### src/rtl/pipe_ctrl_pkg.sv
// Shared types and constants for the pipeline control unit: FSM states,
// exception codes and the redirect-target decode.
package pipe_ctrl_pkg;

  typedef enum logic [1:0] {
    ST_RUN   = 2'd0,
    ST_WAIT  = 2'd1,
    ST_FLUSH = 2'd2,
    ST_REDIR = 2'd3
  } state_e;

  localparam logic [31:0] EXC_INT  = 32'h0000_0001;
  localparam logic [31:0] EXC_ADEL = 32'h0000_0004;
  localparam logic [31:0] EXC_ADES = 32'h0000_0005;
  localparam logic [31:0] EXC_SYS  = 32'h0000_0008;
  localparam logic [31:0] EXC_BP   = 32'h0000_0009;
  localparam logic [31:0] EXC_RI   = 32'h0000_000a;
  localparam logic [31:0] EXC_OV   = 32'h0000_000c;
  localparam logic [31:0] EXC_TR   = 32'h0000_000d;
  localparam logic [31:0] EXC_ERET = 32'h0000_000e;

  localparam logic [31:0] EXC_BASE_DEF = 32'hbfc0_0380;

  // Unknown nonzero codes still flush but redirect to address zero.
  function automatic logic [31:0] exc_target(input logic [31:0] code,
                                             input logic [31:0] epc,
                                             input logic [31:0] base);
    logic [31:0] tgt;
    tgt = 32'h0000_0000;
    case (code)
      EXC_INT, EXC_ADEL, EXC_ADES, EXC_SYS,
      EXC_BP, EXC_RI, EXC_OV, EXC_TR: tgt = base;
      EXC_ERET:                        tgt = epc;
      default:                         tgt = 32'h0000_0000;
    endcase
    return tgt;
  endfunction

endpackage

### src/rtl/pipe_ctrl_stall_mask_gen.sv
// Merges per-source stall requests into one stage mask: each active source
// freezes the lowest SRC_DEPTH[i] stages.
module stall_mask_gen
  import pipe_ctrl_pkg::*;
#(
  parameter int                    STAGES    = 8,
  parameter int                    NSRC      = 3,
  parameter logic [8*NSRC-1:0]     SRC_DEPTH = {8'd4, 8'd5, 8'd7}
) (
  input  logic [NSRC-1:0]   stallreq,
  output logic [STAGES-1:0] mask
);

  function automatic logic [STAGES-1:0] thermo(input logic [7:0] depth);
    logic [STAGES-1:0] t;
    for (int k = 0; k < STAGES; k++) begin
      t[k] = (k < int'(depth));
    end
    return t;
  endfunction

  logic [STAGES-1:0] mask_s;

  // OR the thermometer of every requesting source
  always_comb begin
    mask_s = {STAGES{1'b0}};
    for (int i = 0; i < NSRC; i++) begin
      if (stallreq[i]) begin
        mask_s = mask_s | thermo(SRC_DEPTH[8*i +: 8]);
      end else begin
        mask_s = mask_s;
      end
    end
  end

  assign mask = mask_s;

endmodule

### src/rtl/pipe_ctrl.sv
// Pipeline control: merges stall sources and sequences exception/ERET
// handling through wait, flush and redirect handshake phases.
module pipe_ctrl
  import pipe_ctrl_pkg::*;
#(
  parameter int                STAGES       = 8,
  parameter int                NSRC         = 3,
  parameter logic [8*NSRC-1:0] SRC_DEPTH    = {8'd4, 8'd5, 8'd7},
  parameter logic [NSRC-1:0]   BLOCK_MASK   = 3'b001,
  parameter int                FLUSH_CYCLES = 1,
  parameter logic [31:0]       EXC_BASE     = EXC_BASE_DEF,
  parameter int                CNT_W        = 32
) (
  input  logic              clk,
  input  logic              rst,
  input  logic [NSRC-1:0]   stallreq_i,
  input  logic [31:0]       excepttype_i,
  input  logic [31:0]       cp0_epc_i,
  input  logic              redirect_ready_i,
  output logic [STAGES-1:0] stall_o,
  output logic              flush_o,
  output logic [31:0]       new_pc_o,
  output logic              redirect_valid_o,
  output logic              busy_o,
  output logic [CNT_W-1:0]  stall_cnt_o
);

  localparam logic [3:0] FLUSH_LOAD = 4'(FLUSH_CYCLES);

  state_e            state_r, state_nx;
  logic [3:0]        flush_cnt_r, flush_cnt_nx;
  logic [31:0]       code_r, epc_r;
  logic [CNT_W-1:0]  cnt_r;
  logic [STAGES-1:0] mask_s, stall_s;
  logic              flush_s, load_exc_s, block_s;

  stall_mask_gen #(
    .STAGES    (STAGES),
    .NSRC      (NSRC),
    .SRC_DEPTH (SRC_DEPTH)
  ) u_mask (
    .stallreq (stallreq_i),
    .mask     (mask_s)
  );

  assign block_s = |(stallreq_i & BLOCK_MASK);

  // Next-state and combinational stall/flush decode
  always_comb begin
    state_nx     = state_r;
    flush_cnt_nx = flush_cnt_r;
    stall_s      = {STAGES{1'b0}};
    flush_s      = 1'b0;
    load_exc_s   = 1'b0;
    case (state_r)
      ST_RUN: begin
        if (excepttype_i != 32'd0) begin
          stall_s    = {STAGES{1'b1}};
          load_exc_s = 1'b1;
          if (block_s) begin
            state_nx = ST_WAIT;
          end else begin
            state_nx     = ST_FLUSH;
            flush_cnt_nx = FLUSH_LOAD;
          end
        end else begin
          stall_s = mask_s;
        end
      end
      ST_WAIT: begin
        stall_s = {STAGES{1'b1}};
        if (block_s) begin
          state_nx = ST_WAIT;
        end else begin
          state_nx     = ST_FLUSH;
          flush_cnt_nx = FLUSH_LOAD;
        end
      end
      ST_FLUSH: begin
        flush_s = 1'b1;
        // A count of one means this is the last flush cycle
        if (flush_cnt_r <= 4'd1) begin
          state_nx = ST_REDIR;
        end else begin
          flush_cnt_nx = flush_cnt_r - 4'd1;
        end
      end
      ST_REDIR: begin
        if (redirect_ready_i) begin
          state_nx = ST_RUN;
        end else begin
          state_nx = ST_REDIR;
        end
      end
      default: state_nx = ST_RUN;
    endcase
  end

  // State, latched exception context and saturating stall counter
  always_ff @(posedge clk) begin
    if (rst) begin
      state_r     <= ST_RUN;
      flush_cnt_r <= 4'd0;
      code_r      <= 32'd0;
      epc_r       <= 32'd0;
      cnt_r       <= {CNT_W{1'b0}};
    end else begin
      state_r     <= state_nx;
      flush_cnt_r <= flush_cnt_nx;
      if (load_exc_s) begin
        code_r <= excepttype_i;
        epc_r  <= cp0_epc_i;
      end
      if ((stall_s != {STAGES{1'b0}}) && (cnt_r != {CNT_W{1'b1}})) begin
        cnt_r <= cnt_r + CNT_W'(1);
      end
    end
  end

  // Output decode from the registered state
  always_comb begin
    stall_o          = stall_s;
    flush_o          = flush_s;
    busy_o           = (state_r != ST_RUN);
    redirect_valid_o = (state_r == ST_REDIR);
    if (state_r == ST_REDIR) begin
      new_pc_o = exc_target(code_r, epc_r, EXC_BASE);
    end else begin
      new_pc_o = 32'd0;
    end
  end

  assign stall_cnt_o = cnt_r;

endmodule
### config.mk
export PLATFORM = sky130hd
export DESIGN_NAME = pipe_ctrl
export DESIGN_NICKNAME = d
export VERILOG_FILES = /design/src/rtl/pipe_ctrl_pkg.sv /design/src/rtl/pipe_ctrl_stall_mask_gen.sv /design/src/rtl/pipe_ctrl.sv
export SDC_FILE = /design/constraint.sdc
export NUM_CORES = 1
export LEC_CHECK = 0
export ABC_AREA = 0
export ABC_CLOCK_PERIOD_IN_PS = 7800
export CORE_AREA = 2 2 115 117
export CTS_BUF_LIST = sky130_fd_sc_hd__clkbuf_4 sky130_fd_sc_hd__clkbuf_8
export CTS_CLUSTER_SIZE = 30
export DETAILED_ROUTE_END_ITERATION = 8
export DIE_AREA = 0 0 117 119
export GPL_TIMING_DRIVEN = 1
export PLACE_DENSITY = 0.64
export SLEW_MARGIN = 20
export SYNTH_ARGS = -nofsm -noshare
export SYNTH_HDL_FRONTEND = slang
export SYNTH_HIERARCHICAL = 1
export SYNTH_SLANG_ARGS = --single-unit
### constraint.sdc
create_clock -name clk -period 7.8 [get_ports clk]
set_input_delay 1.56 -clock clk [delete_from_list [all_inputs] [get_ports clk]]
set_output_delay 1.56 -clock clk [all_outputs]
set_load 0.05 [all_outputs]
==> impl_results.rst <==
.. list-table::
   :header-rows: 1

   * - Metric
     - Value
   * - Status
     - complete, no violations
   * - Most used cell, CP
     - sky130_fd_sc_hd__clkdlybuf4s50_1
   * - WP buf/inv
     - 2
   * - Number of top-level pins
     - 145
   * - Clock transition time at the flip-flop clock pins of the worst setup and hold paths
     - 100 ps
   * - Endpoints failing setup
     - 0
   * - Die W
     - 117 um
   * - Rows
     - 42
   * - Count of warnings emitted by yosys
     - 6
   * - Max incr delay on CP
     - 790 ps
   * - Category of the worst setup path capture point
     - output port
   * - Global-route total usage across every layer
     - 18.5%
   * - Diodes inserted
     - 0
   * - Register bit count reported by yosys
     - 102
   * - Critical Path RT
     - 6240 ps
   * - Fillers
     - 1213
   * - EDFF count, synth
     - 0
   * - GPL Wtd Cong
     - between 0.8 and 0.9
   * - Post-Synthesis Cell Area
     - between 4000 and 5000 um^2
   * - Worst path top cell family by delay
     - simple AND/OR/NAND/NOR gates
   * - Placement Cell Area
     - about 6500 um^2
   * - Post-Route Setup TNS
     - 0 ps
   * - FFs w/ async S/R, synth
     - 0%
   * - Worst Tran Pin Value
     - 1050 ps
   * - Commonest non-fill, non-tap cell in the layout
     - sky130_fd_sc_hd__clkdlybuf4s50_1
   * - Achievable clock frequency
     - ~170 MHz
   * - Hold Crit Class
     - flip-flop to flip-flop
   * - Leak Pwr
     - 2.57 nW
   * - Routed wire per std cell
     - around 15 um
   * - Post-synthesis instance total
     - 564
   * - Initial core utilization
     - 38.4%
   * - Clock latency reported for the late side of the worst-skew pair
     - 380 ps
   * - Max_cap viols
     - 0
   * - Gr ovfl total
     - 0
   * - Critical path peak fanout
     - 9
   * - Yosys top cell area share
     - a little over 40%
   * - Sequential share of the synthesized area
     - 41.3%
   * - Number of hold violations in the final report
     - 0
   * - Worst clock skew on the final layout
     - 6.75 ps
   * - Avg Cell Area, Syn
     - 8.76 um^2
   * - Area growth from synthesis to final layout
     - 34.9%
   * - Setup crit start kind
     - primary input
   * - Time the worst path needs with I/O delays and setup
     - 6000 ps
   * - Layout cell share with drive strength beyond 1
     - roughly 7%
   * - Postcts setup bufs
     - 0
   * - Nets in the synthesized netlist
     - 637
   * - Clock tree from TritonCTS
     - yes
   * - Clk sinks
     - 102
   * - Unrepaired setup endpoints after global routing
     - false
   * - Area of the die
     - around 14000 um^2
   * - Maximum number of pins on one net before global-route repair
     - 56
   * - Via density per instance
     - ~5.3
   * - Number of port buffers
     - 144
   * - Global-route wire length before repair
     - 20600 um
   * - Net count of the finished layout
     - 757
   * - DRC
     - 0
   * - P per Cell Area
     - 163 nW/um^2
   * - H-tree level count
     - 3
   * - Peak supply drop
     - 0.0939 mV
   * - Post-route non-filler standard cell count
     - 865
   * - Share of the synthesized area in compound gates (AO/OA/AOI/OAI)
     - 10.8%
   * - Post-synthesis xor/xnor area fraction
     - 0%
   * - Final Slew Violations
     - 0
   * - Number of iterations in the first detailed-routing pass
     - 4
   * - DIE HEIGHT
     - 119 um
   * - Crit Path Category
     - primary input to output port
   * - Relative slew slack
     - 30.0%
   * - Starting DRT DRC Count
     - 283
   * - Count of unique library cells instantiated by Yosys
     - 45
   * - Drt total wl
     - 12800 um
   * - Top FF cell, synth
     - sky130_fd_sc_hd__dfxtp_1
   * - Number of placed cells counting well taps
     - 849
   * - Final critical-path share of the clock period
     - 77.0%
   * - Minimum setup slack in the final design
     - 1800 ps
   * - Number of buffers added by the clock tree synthesis step
     - 9
   * - Antenna violations before repair
     - 0
   * - Critical path's slowest cell
     - sky130_fd_sc_hd__nor3_1
   * - Core region area
     - ~13000 um^2
   * - Cts repair resizes
     - 0
   * - Hold-fix buffers at CTS
     - 0
   * - Post-route antenna net violation count
     - 0
   * - Clk buf depth
     - 2
   * - Adder-cell area share of the yosys netlist
     - 0.760%
   * - Summed area of non-filler cells in the final layout
     - approximately 6700 um^2
   * - Biggest area consumer among synthesized cells
     - sky130_fd_sc_hd__dfxtp_1
   * - Number of vias after detailed routing
     - 4545
   * - Signal arrival time at the worst endpoint
     - around 4400 ps
   * - Top post-synthesis cells by area
     - sky130_fd_sc_hd__dfxtp_1 (41%), sky130_fd_sc_hd__mux2i_1 (13%), sky130_fd_sc_hd__nor2_1 (7.3%)
   * - List of cells traversed by the critical path
     - clkdlybuf4s50_1 > nor4_1 > nand4_1 > nor3_1 > a21oi_1 > clkdlybuf4s50_1
   * - Detailed placement HPWL
     - 9030 um
   * - Share of synthesized area spent on multiplexers
     - 15.3%
   * - Most used cells in the layout excluding fill and tap cells
     - sky130_fd_sc_hd__clkdlybuf4s50_1 (143), sky130_fd_sc_hd__dfxtp_1 (102), sky130_fd_sc_hd__nor2_1 (96)
   * - Combinational family with the most area after synthesis
     - simple AND/OR/NAND/NOR gates
   * - CTS root buffer
     - sky130_fd_sc_hd__clkbuf_8
   * - Via count of the first global-routing pass
     - 4319
   * - Post-place setup slack
     - 1790 ps
   * - Area fraction in and, or, nand and nor cells after synthesis
     - 26.5%
==> final cells by class <==
cell class	count	area (um^2)	area share (%)
multi-input cells	407	2680	40.2
flip-flops and latches	102	2040	30.7
repair buffers	149	1480	22.2
well taps	176	220	3.31
clock buffers	10	138	2.07
inverters	15	56.3	0.845
clock inverters	6	51.3	0.770
==> cells by family (layout without fill, tap and decap cells) <==
kind of cell	count (synthesis)	after routing
and+or+nand+nor	248	248
AOI/OAI and AO/OA	82	82
adders and majority gates	3	3
muxes	73	73
buffers and inverters	55	180
other	1	1
DFF	102	102
==> Yosys cell counts, types with 2 or more instances <==
| cell type | count |
|---|---|
| sky130_fd_sc_hd__a21oi_1 | 43 |
| sky130_fd_sc_hd__and2_1 | 3 |
| sky130_fd_sc_hd__and3_1 | 21 |
| sky130_fd_sc_hd__buf_2 | 11 |
| sky130_fd_sc_hd__buf_4 | 6 |
| sky130_fd_sc_hd__buf_6 | 2 |
| sky130_fd_sc_hd__clkbuf_1 | 21 |
| sky130_fd_sc_hd__dfxtp_1 | 102 |
| sky130_fd_sc_hd__ha_1 | 3 |
| sky130_fd_sc_hd__inv_1 | 15 |
| sky130_fd_sc_hd__mux2_2 | 4 |
| sky130_fd_sc_hd__mux2_4 | 4 |
| sky130_fd_sc_hd__mux2i_1 | 65 |
| sky130_fd_sc_hd__nand2_1 | 22 |
| sky130_fd_sc_hd__nand3_1 | 10 |
| sky130_fd_sc_hd__nand4_1 | 13 |
| sky130_fd_sc_hd__nand4_2 | 2 |
| sky130_fd_sc_hd__nor2_1 | 96 |
| sky130_fd_sc_hd__nor2b_1 | 8 |
| sky130_fd_sc_hd__nor3_1 | 10 |
| sky130_fd_sc_hd__nor4_1 | 26 |
| sky130_fd_sc_hd__nor4b_1 | 2 |
| sky130_fd_sc_hd__o21a_1 | 2 |
| sky130_fd_sc_hd__o21ai_0 | 6 |
| sky130_fd_sc_hd__o311ai_0 | 2 |
| sky130_fd_sc_hd__o31a_1 | 3 |
| sky130_fd_sc_hd__o31ai_1 | 19 |
| sky130_fd_sc_hd__o31ai_4 | 2 |
| sky130_fd_sc_hd__o41ai_1 | 2 |
| sky130_fd_sc_hd__or2_2 | 4 |
| sky130_fd_sc_hd__or3_1 | 3 |
| sky130_fd_sc_hd__or4_1 | 18 |
| sky130_fd_sc_hd__or4_4 | 2 |
==> metal layers <==
| layer | share of wire (%) | track usage (%) |
|---|---|---|
| met4 | 1.6 | 6.47 |
| met2 | 48 | 30.3 |
| met5 | 0 | 0 |
| met1 | 44 | 22.7 |
| met3 | 7.0 | 5.95 |
==> worst paths after layout <==
kind,slack (ps),cells past startpoint,to,from
worst max register to register,5130,6,stall_cnt_o[31],stall_cnt_o[3]
worst min-delay path,500,2,epc_r[6],epc_r[6]
worst min register to register,500,2,epc_r[6],epc_r[6]
worst max-delay path,1800,6,stall_o[2],excepttype_i[0]
==> registers in the layout (all words and copies together), names as in the netlist <==
name and count:
flush_cnt_r 4, epc_r 32, stall_cnt_o 32, code_r 32
state_r 2
==> power breakdown <==
part           internal [mW]  switching [mW]
logic                 0.0907           0.101
clock network          0.130           0.196
registers              0.551          0.0199
==> worst min-delay path, delay by kind of cell, from the launching register on <==
| kind | cells | cell delay, ps |
|---|---|---|
| DFF | 1 | 330 |
| muxes | 1 | 70 |
| and+or+nand+nor | 1 | 70 |
==> per-stage QoR <==
step                power [mW]  hold WS [ps]  utilization [%]
global route              1.14           518             51.7
floorplan                0.702           455                -
finish                    1.09           499             51.7
CTS                       1.10           502             51.7
global placement         0.769           466             50.2
detailed placement       0.774           479             50.2
Note: power is estimated with default switching activity, not from simulation.
